--- src/rtl/core_mem_bridge_pkg.sv ---
// Shared encodings and bus widths for the core-to-memory bridge.
// Consumed by core_mem_bridge and mem_bridge_timeout.
package core_mem_bridge_pkg;

  localparam int ADDR_BUS    = 32;
  localparam int DATA_BUS    = 32;
  localparam int MEM_SEL_BUS = DATA_BUS / 8;

  typedef enum logic [1:0] {
    IDLE     = 2'd0,
    DATA_REQ = 2'd1,
    INST_REQ = 2'd2,
    READY    = 2'd3
  } state_e;

endpackage

--- src/rtl/mem_bridge_timeout.sv ---
// Bus wait watchdog: counts cycles without ack, flags a sticky error.
// Only instantiated when CORE_MEM_BRIDGE_TIMEOUT_EN is defined.
module mem_bridge_timeout
  import core_mem_bridge_pkg::*;
#(
  parameter int TIMEOUT_CYCLES = 255
) (
  input  logic clk,
  input  logic rst,
  input  logic busy_i,
  input  logic ack_i,
  output logic expire_o,
  output logic error_o
);

  localparam int CW = $clog2(TIMEOUT_CYCLES + 1);

  logic [CW-1:0] cnt_q, cnt_d;
  logic          err_q, err_d;

  assign expire_o = busy_i && !ack_i
                 && (cnt_q == CW'(TIMEOUT_CYCLES - 1));
  assign error_o  = err_q;

  always_comb begin
    cnt_d = cnt_q + CW'(1);
    if (!busy_i || ack_i || expire_o)
      cnt_d = '0;
    err_d = err_q | expire_o;
  end

  always_ff @(posedge clk or posedge rst) begin
    if (rst) begin
      cnt_q <= '0;
      err_q <= 1'b0;
    end else begin
      cnt_q <= cnt_d;
      err_q <= err_d;
    end
  end

endmodule

--- src/rtl/core_mem_bridge.sv ---
// Serialises core data access then fetch onto one req/ack bus.
// Optional bus timeout: define CORE_MEM_BRIDGE_TIMEOUT_EN.
module core_mem_bridge
  import core_mem_bridge_pkg::*;
#(
  parameter int ADDR_WIDTH     = ADDR_BUS,
  parameter int DATA_WIDTH     = DATA_BUS,
  parameter int SEL_WIDTH      = MEM_SEL_BUS,
  parameter int TIMEOUT_CYCLES = 255
) (
  input  logic                  clk,
  input  logic                  rst,
  input  logic                  rom_en,
  input  logic [SEL_WIDTH-1:0]  rom_write_en,
  input  logic [ADDR_WIDTH-1:0] rom_addr,
  input  logic [DATA_WIDTH-1:0] rom_write_data,
  output logic [DATA_WIDTH-1:0] rom_read_data,
  input  logic                  ram_en,
  input  logic [SEL_WIDTH-1:0]  ram_write_en,
  input  logic [ADDR_WIDTH-1:0] ram_addr,
  input  logic [DATA_WIDTH-1:0] ram_write_data,
  output logic [DATA_WIDTH-1:0] ram_read_data,
  output logic                  stall,
  output logic                  bus_req,
  output logic [SEL_WIDTH-1:0]  bus_write_en,
  output logic [ADDR_WIDTH-1:0] bus_addr,
  output logic [DATA_WIDTH-1:0] bus_write_data,
  input  logic                  bus_ack,
  input  logic [DATA_WIDTH-1:0] bus_read_data,
  output logic                  bus_error
);

  state_e                state_q, state_d;
  logic                  req_q, req_d;
  logic [SEL_WIDTH-1:0]  we_q, we_d;
  logic [ADDR_WIDTH-1:0] addr_q, addr_d;
  logic [DATA_WIDTH-1:0] wd_q, wd_d;
  logic [DATA_WIDTH-1:0] rom_q, rom_d;
  logic [DATA_WIDTH-1:0] ram_q, ram_d;
  logic                  busy, expire, done;
  logic [DATA_WIDTH-1:0] rd;
  logic                  unused_rom_wr;

  // Instruction port is read-only.
  assign unused_rom_wr = ^{rom_write_en, rom_write_data};

  assign busy = (state_q == DATA_REQ) || (state_q == INST_REQ);

`ifdef CORE_MEM_BRIDGE_TIMEOUT_EN
  mem_bridge_timeout #(
    .TIMEOUT_CYCLES(TIMEOUT_CYCLES)
  ) u_timeout (
    .clk      (clk),
    .rst      (rst),
    .busy_i   (busy),
    .ack_i    (bus_ack),
    .expire_o (expire),
    .error_o  (bus_error)
  );
`else
  localparam int unused_timeout = TIMEOUT_CYCLES;
  logic unused_busy;
  assign unused_busy = busy;
  assign expire      = 1'b0;
  assign bus_error   = 1'b0;
`endif

  // A timed-out transaction completes with zero read data.
  assign done = bus_ack | expire;
  assign rd   = bus_ack ? bus_read_data : '0;

  assign stall          = (state_q != READY);
  assign bus_req        = req_q;
  assign bus_write_en   = we_q;
  assign bus_addr       = addr_q;
  assign bus_write_data = wd_q;
  assign rom_read_data  = rom_q;
  assign ram_read_data  = ram_q;

  always_comb begin
    state_d = state_q;
    req_d   = req_q;
    we_d    = we_q;
    addr_d  = addr_q;
    wd_d    = wd_q;
    rom_d   = rom_q;
    ram_d   = ram_q;
    unique case (state_q)
      IDLE: begin
        if (ram_en) begin
          state_d = DATA_REQ;
          req_d   = 1'b1;
          addr_d  = ram_addr;
          we_d    = ram_write_en;
          wd_d    = ram_write_data;
        end else if (rom_en) begin
          state_d = INST_REQ;
          req_d   = 1'b1;
          addr_d  = rom_addr;
          we_d    = '0;
        end else begin
          state_d = READY;
        end
      end
      DATA_REQ: begin
        if (done) begin
          if (we_q == '0)
            ram_d = rd;
          if (rom_en) begin
            state_d = INST_REQ;
            addr_d  = rom_addr;
            we_d    = '0;
          end else begin
            state_d = READY;
            req_d   = 1'b0;
          end
        end
      end
      INST_REQ: begin
        if (done) begin
          state_d = READY;
          req_d   = 1'b0;
          rom_d   = rd;
        end
      end
      READY: state_d = IDLE;
      default: state_d = IDLE;
    endcase
  end

  always_ff @(posedge clk or posedge rst) begin
    if (rst) begin
      state_q <= IDLE;
      req_q   <= 1'b0;
      we_q    <= '0;
      addr_q  <= '0;
      wd_q    <= '0;
      rom_q   <= '0;
      ram_q   <= '0;
    end else begin
      state_q <= state_d;
      req_q   <= req_d;
      we_q    <= we_d;
      addr_q  <= addr_d;
      wd_q    <= wd_d;
      rom_q   <= rom_d;
      ram_q   <= ram_d;
    end
  end

endmodule

--- config.mk ---
export PLATFORM = sky130hd
export DESIGN_NAME = core_mem_bridge
export DESIGN_NICKNAME = d
export VERILOG_FILES = /design/src/rtl/core_mem_bridge_pkg.sv /design/src/rtl/mem_bridge_timeout.sv /design/src/rtl/core_mem_bridge.sv
export SDC_FILE = /design/constraint.sdc
export NUM_CORES = 1
export LEC_CHECK = 0
export BUFFER_PORTS_ARGS = -buffer_cell sky130_fd_sc_hd__buf_2
export CAP_MARGIN = 20
export CORE_ASPECT_RATIO = 0.9
export CORE_MARGIN = 10
export CORE_UTILIZATION = 45
export CTS_CLUSTER_SIZE = 10
export DETAILED_ROUTE_END_ITERATION = 10
export MAX_ROUTING_LAYER = met4
export PLACE_DENSITY = 0.82
export SYNTH_ARGS = -nofsm -noshare
export SYNTH_HDL_FRONTEND = slang
export SYNTH_SLANG_ARGS = --single-unit
export TNS_END_PERCENT = 100
--- constraint.sdc ---
create_clock -name clk -period 4.1 [get_ports clk]
set_clock_uncertainty 0.05 [all_clocks]
set_input_delay 0 -clock clk [delete_from_list [all_inputs] [get_ports clk]]
set_output_delay 0 -clock clk [all_outputs]
set_load 0.1 [all_outputs]
Word level (Yosys, flattened, before mapping)
Index checks and enable logic that the tools add are counted.
Cells by class
  $add $sub $neg: 0
  multiply operators: 0
  div/mod/pow operators: 0
  magnitude comparators: 0
  equal/unequal tests: 8
  shift operators: 0
  mux-type cells: 19
  bitwise operators: 0
  reductions and logical operators: 10
Operators with widths (number)
  2-to-1 mux 32 bit: 3
  one-hot mux 32 bit (2 select lines): 1
  2-to-1 mux 4 bit: 3
  != test 2 bit (second input constant): 4
  one-hot mux 2 bit (4 select lines): 1
  one-hot mux 4 bit (2 select lines): 1
  AND reduction 2 bit: 4
  2-to-1 mux 1 bit: 6
  2-to-1 mux 2 bit: 3
  AND reduction 5 bit: 1
  equality test 2 bit (second input constant): 2
  logical NOT 4 bit: 1
  != test 3 bit (second input constant): 1
  one-hot mux 1 bit (3 select lines): 1
  AND reduction 3 bit: 1
  nonzero test 3 bit: 1
  equality test 2 x 1 -> 1 bit (second input constant): 1
  logical NOT 2 bit: 1
  nonzero test 2 bit: 1
Word-level totals
  flip-flop bits (word level): 135
  bits in latches: 0
  RAM bits: 0
  memory bits (read-only): 0
  bits of input ports: 173
  output and inout bits: 135
  logic and storage cells: 44
  memories kept: 0

Depth between registers and ports, before layout
Gate-level depths: netlist of run 1.
  word-level depth: 3
  depth in mapped cells: 8
  gate-level depth less buffers: 6

Least setup slack after synthesis of run 1
Ideal clock, no wire load.
  path kind: register to register
  from: register we_q[1] (netlist: bus_write_en[1])
  to: register ram_q[0] (netlist: ram_read_data[0])
  setup time: 0.125 ns
  arrival: 1.796 ns
  required time: 3.925 ns
  path slack: 2.129 ns
  cell stages (with the launch flop): 5
  buffers on the path: 1
  period minus slack after synthesis: 1.971 ns
  cell sequence: dfrtp_1 nor4b_4 nand3b_4 buf_6 mux2_4
Between the ends
  word-level cells in the longest chain between the ends: 2
RTL lines
  from (decl): line core_mem_bridge.sv:35  | logic [SEL_WIDTH-1:0] we_q, we_d;
  from (signal assigned): line core_mem_bridge.sv:143  | we_q <= we_d;
  logical NOT 4 bit: line core_mem_bridge.sv:107  | if (we_q == '0)
  AND reduction 3 bit (no line)
  to (signal assigned): line core_mem_bridge.sv:147  | ram_q <= ram_d;
  to (decl): line core_mem_bridge.sv:39  | logic [DATA_WIDTH-1:0] ram_q, ram_d;
Every way passes these cells.
A chain may end at the register's enable or synchronous reset.

Worst setup path in the final report of run 1
  from: register state_q[1]
  to: register addr_q[15] (netlist: bus_addr[15])
Between the ends
  word-level cells in the longest chain between the ends: 3
  elaborated cells between the ends (all ways): 6
  those cells by class: eq/ne (2); mux (1); reduce/logical (3)
RTL lines
  from (decl): line core_mem_bridge.sv:33  | state_e state_q, state_d;
  from (signal assigned): line core_mem_bridge.sv:141  | state_q <= state_d;
  equality test 2 x 1 -> 1 bit or logical NOT 2 bit (tied branches): line core_mem_bridge.sv:88  | unique case (state_q)
  != test 2 bit (no line) or nonzero test 2 bit (tied branches)
  AND reduction 2 bit (no line)
  to (signal assigned): line core_mem_bridge.sv:144  | addr_q <= addr_d;
  to (decl): line core_mem_bridge.sv:36  | logic [ADDR_WIDTH-1:0] addr_q, addr_d;
Parallel ways exist; a longest one is shown, timed or not.

==> metrics.txt, run 1 <==
Detailed Place HPWL about 12 mm; status finished, final reports clean; Cells after Synth between 300 and 400; detailed-route via count about 4800; Num Clock Sinks about 140; H-tree depth 4; die area approximately 17000 um^2; drc violations 0; # setup viols final 0; DRT Wirelength roughly 20 mm; delay-heaviest family, CP buffers and inverters; Area Growth Syn to Fin 61.4%; max-slew violations 0; CTS tree built; Syn Nets approximately 570; worst hold path class input pin to asynchronous set/reset pin; Vias/cell between 4 and 5; Mapped Area approximately 5600 um^2; IO buf count 270; Antenna Violating Nets Remaining 0; Worst-path clk slew about 60 ps; dpl ws roughly 1600 ps; CP Data Arrival Time ~3300 ps; largest net degree at the start of global routing 90; Worst Setup Start Kind flip-flop; first-pass GRT wire length 30.4 mm; grt total ovfl 0; max_cap viols 0; fin crit share 74.0%; Starting Density between 40% and 50%; cells resized by post-CTS repair 0; Root Buffer clkbuf_16; RSZ-0062 raised after global routing false; worst setup margin approximately 1100 ps; clock buffer count from CTS 17; core box area 12100 um^2; Final Critical Period about 3000 ps; synthesis-stage register bit count between 100 and 150; required time of the critical path 4340 ps; Ys Warns 0; Die X about 140 um; crit-path max cell delay between 700 and 800 ps; layout cells sized above 1 between 50% and 60%; CP max-delay cell nor2b_4; Final nets a little under 1000; most frequent cells in the layout 270 x buf_2, 136 x dlygate4sd3_1, 135 x dfrtp_1, 66 x mux2_2, 35 x nand2_1; f_max between 300 and 400 MHz; Iter 0 DRT Violations 303; commonest non-fill, non-tap cell in the layout buf_2; max_slew headroom between 40 and 50%; slew at the pin with the worst max-slew slack around 860 ps; Row Count 38; sequential fraction of the synthesis area between 60% and 70%; worst path buffer plus inverter count 3; 1st-pass router iterations 4; vias in the first global route 5607; Max FO, Critical Path 23; syn avg cell area 14.5 um^2; Wirelength per Cell 20.3 um; GPL Wtd Cong a little under 0.8; final hold vios 0; Setup Fix Bufs, Post-CTS 0; initial antenna violation count 1; CP Class flip-flop to flip-flop; reg2reg path depth 7; Worst setup EP type flip-flop; setup TNS 0 ps; Max Buffers Root-to-Sink 2; Yosys cell types 28; Crit path depth 7; Top-Level Pins just over 300; GR Util All Layers roughly 23%; clock latency on the worst-skew pair roughly 420 ps; die height 126 um; worst-path cell chain inv_1, ha_1, nor2b_4, buf_4, mux2i_1, dlygate4sd3_1, o21ai_0
sequential cells by signal, indices dropped and copies added, names as in the netlist:
register,cells
bus_write_en,4
bus_addr,32
bus_write_data,32
ram_read_data,32
state_q,2
bus_req,1
rom_read_data,32
layer usage:
| layer | vias to the layer above | track usage (%) | share of wire (%) |
|---|---|---|---|
| met5 | - | - | 0 |
| met4 | 0 | 9.14 | 3.0 |
| met3 | 48 | 8.59 | 9.3 |
| li1 | 2179 | - | - |
| met1 | 2349 | 24.2 | 37 |
| met2 | 244 | 38.7 | 51 |
cell families (layout without fill, tap and decap cells):
kind of cell	Yosys count	count (layout)	synth area share, %
and+or+nand+nor	42	42	3.72
muxes	129	129	27.1
AOI/OAI and AO/OA	46	46	4.78
adders and majority gates	6	6	1.33
buffers and inverters	28	449	2.94
other	1	2	0.0667
DFF	135	135	60.1
worst min-delay path, stage by stage:
cell           delay, ps
dlygate4sd3_1        530
buf_2                140
inv_6                550
repair_timing:
item,4_1_cts,5_1_grt
endpoints found under the hold margin,222,0
endpoints found under the setup margin,0,0
hold buffers,136,0
stage by stage:
step	cell area (um^2)	std cells	hold WS [ps]	util, %
after global routing	9080	969	293	74.9
after CTS	9060	967	257	74.7
after detailed placement	7100	799	163	58.5
final	9080	969	236	74.9
after global placement	7070	798	138	58.3
after floorplan	5620	387	98.5	-
layout make-up:
type	instances	area [um^2]
repair buffers	411	2780
clock buffers	20	447
well taps	160	200
fillers	730	3040
multi-input cells	224	2090
diodes	1	2.50
flip-flops and latches	135	3380
clock inverters	12	153
inverters	6	27.5
synthesized netlist by cell type:
| library cell | n | area [um^2] |
|---|---|---|
| clkbuf_1 | 5 | 18.8 |
| a21oi_1 | 2 | 10.0 |
| o21ai_0 | 34 | 170 |
| nand4b_1 | 1 | 8.76 |
| nor4b_4 | 1 | 23.8 |
| mux2i_1 | 33 | 330 |
| nand3_1 | 1 | 5.00 |
| o311ai_0 | 1 | 8.76 |
| o211ai_1 | 1 | 7.51 |
| dfrtp_1 | 135 | 3380 |
| mux2_4 | 30 | 450 |
| a31oi_1 | 1 | 6.26 |
| ha_1 | 6 | 75.1 |
| nor3b_1 | 1 | 7.51 |
| o21a_1 | 1 | 7.51 |
| buf_4 | 3 | 22.5 |
| nand2_1 | 35 | 131 |
| conb_1 | 1 | 3.75 |
| mux2_2 | 66 | 743 |
| o21bai_1 | 1 | 7.51 |
| inv_1 | 6 | 22.5 |
| o221a_2 | 1 | 11.3 |
| a32o_1 | 4 | 40.0 |
| nand2b_1 | 1 | 6.26 |
| buf_6 | 5 | 56.3 |
| nand3b_4 | 1 | 20.0 |
| nor2b_1 | 1 | 6.26 |
| buf_2 | 9 | 45.0 |
path summary, 6_finish.rpt:
check,start,endpoint,slack (ps)
max reg2reg,state_q[1]$_DFFE_PP0P_,bus_addr[15]$_DFFE_PP0P_,1060
max,state_q[1]$_DFFE_PP0P_,bus_addr[15]$_DFFE_PP0P_,1060
min,rst,rom_read_data[3]$_DFFE_PP0P_,240
min in group clk,ram_write_data[21],bus_write_data[21]$_DFFE_PP0P_,300
min reg2reg,bus_addr[5]$_DFFE_PP0P_,bus_addr[5]$_DFFE_PP0P_,430
max in group asynchronous,rst,rom_read_data[17]$_DFFE_PP0P_,2660
Power of run 1 is left out: the tool's default activity adds up to more than one toggle a clock period on the data nets, which glitch-free logic cannot reach.
==> run 2: changes to the inputs <==
--- a/config.mk
+++ b/config.mk
@@ -9,11 +9,11 @@
 export CAP_MARGIN = 20
 export CORE_ASPECT_RATIO = 0.9
 export CORE_MARGIN = 10
-export CORE_UTILIZATION = 45
+export CORE_UTILIZATION = 40
 export CTS_CLUSTER_SIZE = 10
 export DETAILED_ROUTE_END_ITERATION = 10
 export MAX_ROUTING_LAYER = met4
-export PLACE_DENSITY = 0.82
+export PLACE_DENSITY = 0.77
 export SYNTH_ARGS = -nofsm -noshare
 export SYNTH_HDL_FRONTEND = slang
 export SYNTH_SLANG_ARGS = --single-unit
==> constraint.sdc (replaced) <==
create_clock -name clk -period 2.7 [get_ports clk]
set_clock_uncertainty 0.05 [all_clocks]
set_input_delay 0 -clock clk [delete_from_list [all_inputs] [get_ports clk]]
set_output_delay 0 -clock clk [all_outputs]
set_load 0.1 [all_outputs]
==> metrics.txt, run 2 (synthesized netlist as in run 1, its figures left out) <==
Final nets 975 (+0.10%); Vias/cell 4.74 (-4.7%); final hold vios 0 (unchanged); Starting Density 40.5% (-5.9 points); GPL Wtd Cong 0.806 (+2.4%); layout cells sized above 1 50.6% (+0.18 points); Worst setup EP type flip-flop; most frequent cells in the layout 270 x buf_2, 136 x dlygate4sd3_1, 135 x dfrtp_1, 66 x mux2_2, 35 x nand2_1; # setup viols final 0 (unchanged); Wirelength per Cell 18.5 um (-9.1%); crit-path max cell delay 570 ps (-150 ps); die height 132 um (+5.1%); Worst Setup Start Kind flip-flop; Worst-path clk slew 60 ps (about the same); Root Buffer clkbuf_16; required time of the critical path 2920 ps (-1420 ps); delay-heaviest family, CP buffers and inverters; largest net degree at the start of global routing 69 (-23%); Setup Fix Bufs, Post-CTS 0 (unchanged); worst hold path class input pin to asynchronous set/reset pin; Iter 0 DRT Violations 192 (-37%); grt total ovfl 0 (unchanged); Top-Level Pins 308 (unchanged); Antenna Violating Nets Remaining 0 (unchanged); Row Count 41 (+7.9%); Seq. cell area 3380 um^2 (unchanged); # fillers 979 (+34%); status finished, final reports clean; f_max 399 MHz (+21%); area of the multi-input gates 2090 um^2 (unchanged); commonest non-fill, non-tap cell in the layout buf_2; Num Clock Sinks 135 (unchanged); CTS tree built; Final Critical Period 2510 ps (-531 ps); CP Data Arrival Time 2730 ps (-540 ps); Area Growth Syn to Fin 63.3%; max_slew headroom 39.3% (-3.3 points); GR Util All Layers 19.7% (-3.4 points); CP Class flip-flop to flip-flop; setup TNS 0 ps (unchanged); max_cap viols 0 (unchanged); detailed-route via count 4776 (-0.91%); worst path buffer plus inverter count 3 (unchanged); DRT Wirelength 18.6 mm (-5.4%); worst-path cell chain inv_1, ha_1, nor2b_4, buf_6, mux2i_1, dlygate4sd3_1, o21ai_0; slew at the pin with the worst max-slew slack 908 ps (+50.1 ps); Max Buffers Root-to-Sink 2 (unchanged); Detailed Place HPWL 11.9 mm (-1.7%); RSZ-0062 raised after global routing false; CP max-delay cell dlygate4sd3_1; first-pass GRT wire length 29.6 mm (-2.8%); Die X 145 um (+5.2%); clock latency on the worst-skew pair 410 ps (about the same); clock buffer count from CTS 17 (unchanged); die area 19200 um^2 (+11%); initial antenna violation count 6 (+5); IO buf count 270 (unchanged); vias in the first global route 5336 (-4.8%); drc violations 0 (unchanged); fin crit share 92.8% (+19 points); Max FO, Critical Path 36 (+57%); max-slew violations 0 (unchanged); H-tree depth 4 (unchanged); core box area 13900 um^2 (+15%); 1st-pass router iterations 4 (unchanged)
[run 2: cell count changes in the layout (fill, tap and decap cells not counted), sizes merged]
cell,change
buf,+1
inv,+2
bufinv,+1
diode,+5
clkbuf,-1
clkinv,-2
[run 2: cell type report]
| type | instances | share of cell area (%) |
|---|---|---|
| inverters | 6 | 0.286 |
| clock inverters | 13 | 2.11 |
| multi-input cells | 224 | 22.7 |
| diodes | 6 | 0.163 |
| well taps | 193 | 2.63 |
| flip-flops and latches | 135 | 36.8 |
| clock buffers | 19 | 4.82 |
| repair buffers | 412 | 30.5 |
[run 2: tightest hold or removal path: stages]
cell and delay (ps):
dlygate4sd3_1 530, buf_2 140, clkinvlp_4 590
[run 2: metal layers]
| layer | vias to the layer above | global-route usage [%] | part of all wire, % |
|---|---|---|---|
| met4 | 0 | 8.05 | 3.2 |
| met3 | 48 | 6.48 | 6.1 |
| met1 | 2324 | 21.2 | 39 |
| li1 | 2194 | - | - |
| met2 | 210 | 33.1 | 51 |
| met5 | - | - | 0 |
[run 2: per-stage QoR]
stage	instance area (um^2)	std cells	hold WS [ps]	utilization [%]	setup slack (ps)
2_1_floorplan	5630	387	98.5	-	729
3_3_place_gp	7150	833	176	51.4	482
3_5_place_dp	7150	833	186	51.4	281
4_1_cts	9150	1001	283	65.8	91.5
5_1_grt	9190	1008	301	66.1	81.7
6_report	9190	1008	281	66.1	195
[run 2: final timing paths]
kind                            cells past startpoint                        endpoint  slack [ps]                     start
max in group asynchronous                           4  bus_write_data[25]$_DFFE_PP0P_        1570                       rst
min in group clk                                    3   bus_write_data[8]$_DFFE_PP0P_         310         ram_write_data[8]
worst max register to register                      7        bus_addr[24]$_DFFE_PP0P_         190    state_q[1]$_DFFE_PP0P_
worst min-delay path                                3   rom_read_data[25]$_DFFE_PP0P_         280                       rst
worst min register to register                      2        bus_addr[22]$_DFFE_PP0P_         430  bus_addr[22]$_DFFE_PP0P_
worst max-delay path                                7        bus_addr[24]$_DFFE_PP0P_         190    state_q[1]$_DFFE_PP0P_
[run 2: timing repair]
action	4_1_cts	5_1_grt
hold buffers	136	0
setup endpoints to repair	0	9
gates resized for setup	0	1
hold endpoints to repair	173	0
Power of run 2 is left out for the same reason.
==> run 3: changes to the inputs <==
--- a/config.mk
+++ b/config.mk
@@ -5,15 +5,16 @@
 export SDC_FILE = /design/constraint.sdc
 export NUM_CORES = 1
 export LEC_CHECK = 0
-export BUFFER_PORTS_ARGS = -buffer_cell sky130_fd_sc_hd__buf_2
 export CAP_MARGIN = 20
 export CORE_ASPECT_RATIO = 0.9
 export CORE_MARGIN = 10
-export CORE_UTILIZATION = 40
+export CORE_UTILIZATION = 50
+export CTS_BUF_LIST = sky130_fd_sc_hd__clkbuf_8 sky130_fd_sc_hd__clkbuf_16
 export CTS_CLUSTER_SIZE = 10
 export DETAILED_ROUTE_END_ITERATION = 10
+export DONT_BUFFER_PORTS = 1
 export MAX_ROUTING_LAYER = met4
-export PLACE_DENSITY = 0.77
+export PLACE_DENSITY = 0.69
 export SYNTH_ARGS = -nofsm -noshare
 export SYNTH_HDL_FRONTEND = slang
 export SYNTH_SLANG_ARGS = --single-unit
==> metrics.txt, run 3 <==
synthesis-stage register bit count 135 (unchanged); cells resized by post-CTS repair 0 (unchanged); H-tree depth 4 (unchanged); Root Buffer clkbuf_16; Placed Cells 558 (-33%); Commonest cells post-synth 135 x dfrtp_1, 66 x mux2_2, 35 x nand2_1, 34 x o21ai_0, 33 x mux2i_1; Mapped Area 5620 um^2 (unchanged); Detailed Place HPWL 10.4 mm (-12%); Exit stage clock tree synthesis; Num Clock Sinks 135 (unchanged); Cells after Synth 387 (unchanged); GPL Wtd Cong 0.729 (-9.6%); top cell type by total area after synthesis dfrtp_1; clock buffer count from CTS 17 (unchanged); First Err [ERROR RSZ-0060] Max buffer count reached.; asr flop ratio synth 100% (unchanged); CTS Hold Bufs 119 (-13%); cell with the most instances after synthesis dfrtp_1; Main synth FF type dfrtp_1; Setup Fix Bufs, Post-CTS 0 (unchanged); Row Count 36 (-12%); IO buf count 0 (-100%); die height 121 um (-9.0%); Die X 132 um (-9.1%); top cell type's share of synthesized area 60.1% (unchanged); Ys Warns 0 (unchanged); status did not finish; Top-Level Pins 308 (unchanged); syn avg cell area 14.5 um^2 (unchanged); Max Buffers Root-to-Sink 2 (unchanged); Starting Density 51.6% (+11 points); number of synthesized flops with an enable pin 0 (unchanged); sequential fraction of the synthesis area 60.1% (unchanged); Yosys cell types 28 (unchanged); synth top area cells dfrtp_1 60%, mux2_2 13%, mux2_4 8.0%, mux2i_1 5.9%, o21ai_0 3.0%; Syn Nets 566 (unchanged)
==> run 3: metrics by stage <==
step                hold WS, ps  area (um^2)  setup WS, ps
detailed placement         85.0         6000           391
floorplan                  98.5         5630           729
global placement           80.1         6000           471
==> run 3: kinds of logic after synthesis <==
family                     synth area share, %
DFF                                       60.1
muxes                                     27.1
AOI/OAI and AO/OA                         4.78
and+or+nand+nor                           3.72
buffers and inverters                     2.94
adders and majority gates                 1.33
other                                   0.0667
==> run 4: changes to the inputs <==
--- a/config.mk
+++ b/config.mk
@@ -6,15 +6,11 @@
 export NUM_CORES = 1
 export LEC_CHECK = 0
 export CAP_MARGIN = 20
-export CORE_ASPECT_RATIO = 0.9
 export CORE_MARGIN = 10
-export CORE_UTILIZATION = 50
-export CTS_BUF_LIST = sky130_fd_sc_hd__clkbuf_8 sky130_fd_sc_hd__clkbuf_16
-export CTS_CLUSTER_SIZE = 10
+export CORE_UTILIZATION = 35
 export DETAILED_ROUTE_END_ITERATION = 10
 export DONT_BUFFER_PORTS = 1
-export MAX_ROUTING_LAYER = met4
-export PLACE_DENSITY = 0.69
+export PLACE_DENSITY_LB_ADDON = 0.15
 export SYNTH_ARGS = -nofsm -noshare
 export SYNTH_HDL_FRONTEND = slang
 export SYNTH_SLANG_ARGS = --single-unit
==> constraint.sdc (replaced) <==
create_clock -name clk -period 3.5 [get_ports clk]
set_clock_uncertainty 0.05 [all_clocks]
set_input_delay 0 -clock clk [delete_from_list [all_inputs] [get_ports clk]]
set_output_delay 0 -clock clk [all_outputs]
set_load 0.1 [all_outputs]
==> metrics.txt, run 4 <==
GPL Wtd Cong 0.700 (-4.0%); sequential fraction of the synthesis area 60.1% (unchanged); Starting Density 35.5% (-16 points); Detailed Place HPWL 10.9 mm (+4.6%); asr flop ratio synth 100% (unchanged); Placed Area 5840 um^2 (-2.7%); dpl ws 1140 ps (+751 ps); Row Count 46 (+28%); Cells after Synth 387 (unchanged); synth top area cells dfrtp_1 60%, mux2_2 13%, mux2_4 8.0%, mux2i_1 5.9%, o21ai_0 3.0%; H-tree depth 4 (unchanged); Exit stage clock tree synthesis; number of synthesized flops with an enable pin 0 (unchanged); synthesis-stage register bit count 135 (unchanged); top cell type by total area after synthesis dfrtp_1; Die X 147 um (+11%); Yosys cell types 28 (unchanged); status did not finish; Setup Fix Bufs, Post-CTS 0 (unchanged); CTS Hold Bufs 125 (+5.0%); Mapped Area 5620 um^2 (unchanged); First Err [ERROR RSZ-0060] Max buffer count reached.; cells resized by post-CTS repair 0 (unchanged); Commonest cells post-synth 135 x dfrtp_1, 66 x mux2_2, 35 x nand2_1, 34 x o21ai_0, 33 x mux2i_1; Main synth FF type dfrtp_1; clock buffer count from CTS 17 (unchanged); Syn Nets 566 (unchanged); Num Clock Sinks 135 (unchanged); top cell type's share of synthesized area 60.1% (unchanged); Max Buffers Root-to-Sink 2 (unchanged); die height 147 um (+22%); IO buf count 0 (unchanged); Top-Level Pins 308 (unchanged); syn avg cell area 14.5 um^2 (unchanged); Root Buffer clkbuf_16; Ys Warns 0 (unchanged); cell with the most instances after synthesis dfrtp_1
[run 4: cell counts after synthesis]
No cell type changed its count.
[run 4: stage by stage]
stage	hold slack, ps	std cells
3_5_place_dp	-7.69	590
3_3_place_gp	-17.0	590
2_1_floorplan	98.5	387
[run 4: cells by family after synthesis]
family	count (synthesis)	share of synthesized area, %
buf+inv	28	2.94
fa+ha+maj	6	1.33
simple gates	42	3.72
compound gates	46	4.78
mux	129	27.1
flops	135	60.1
other cells	1	0.0667
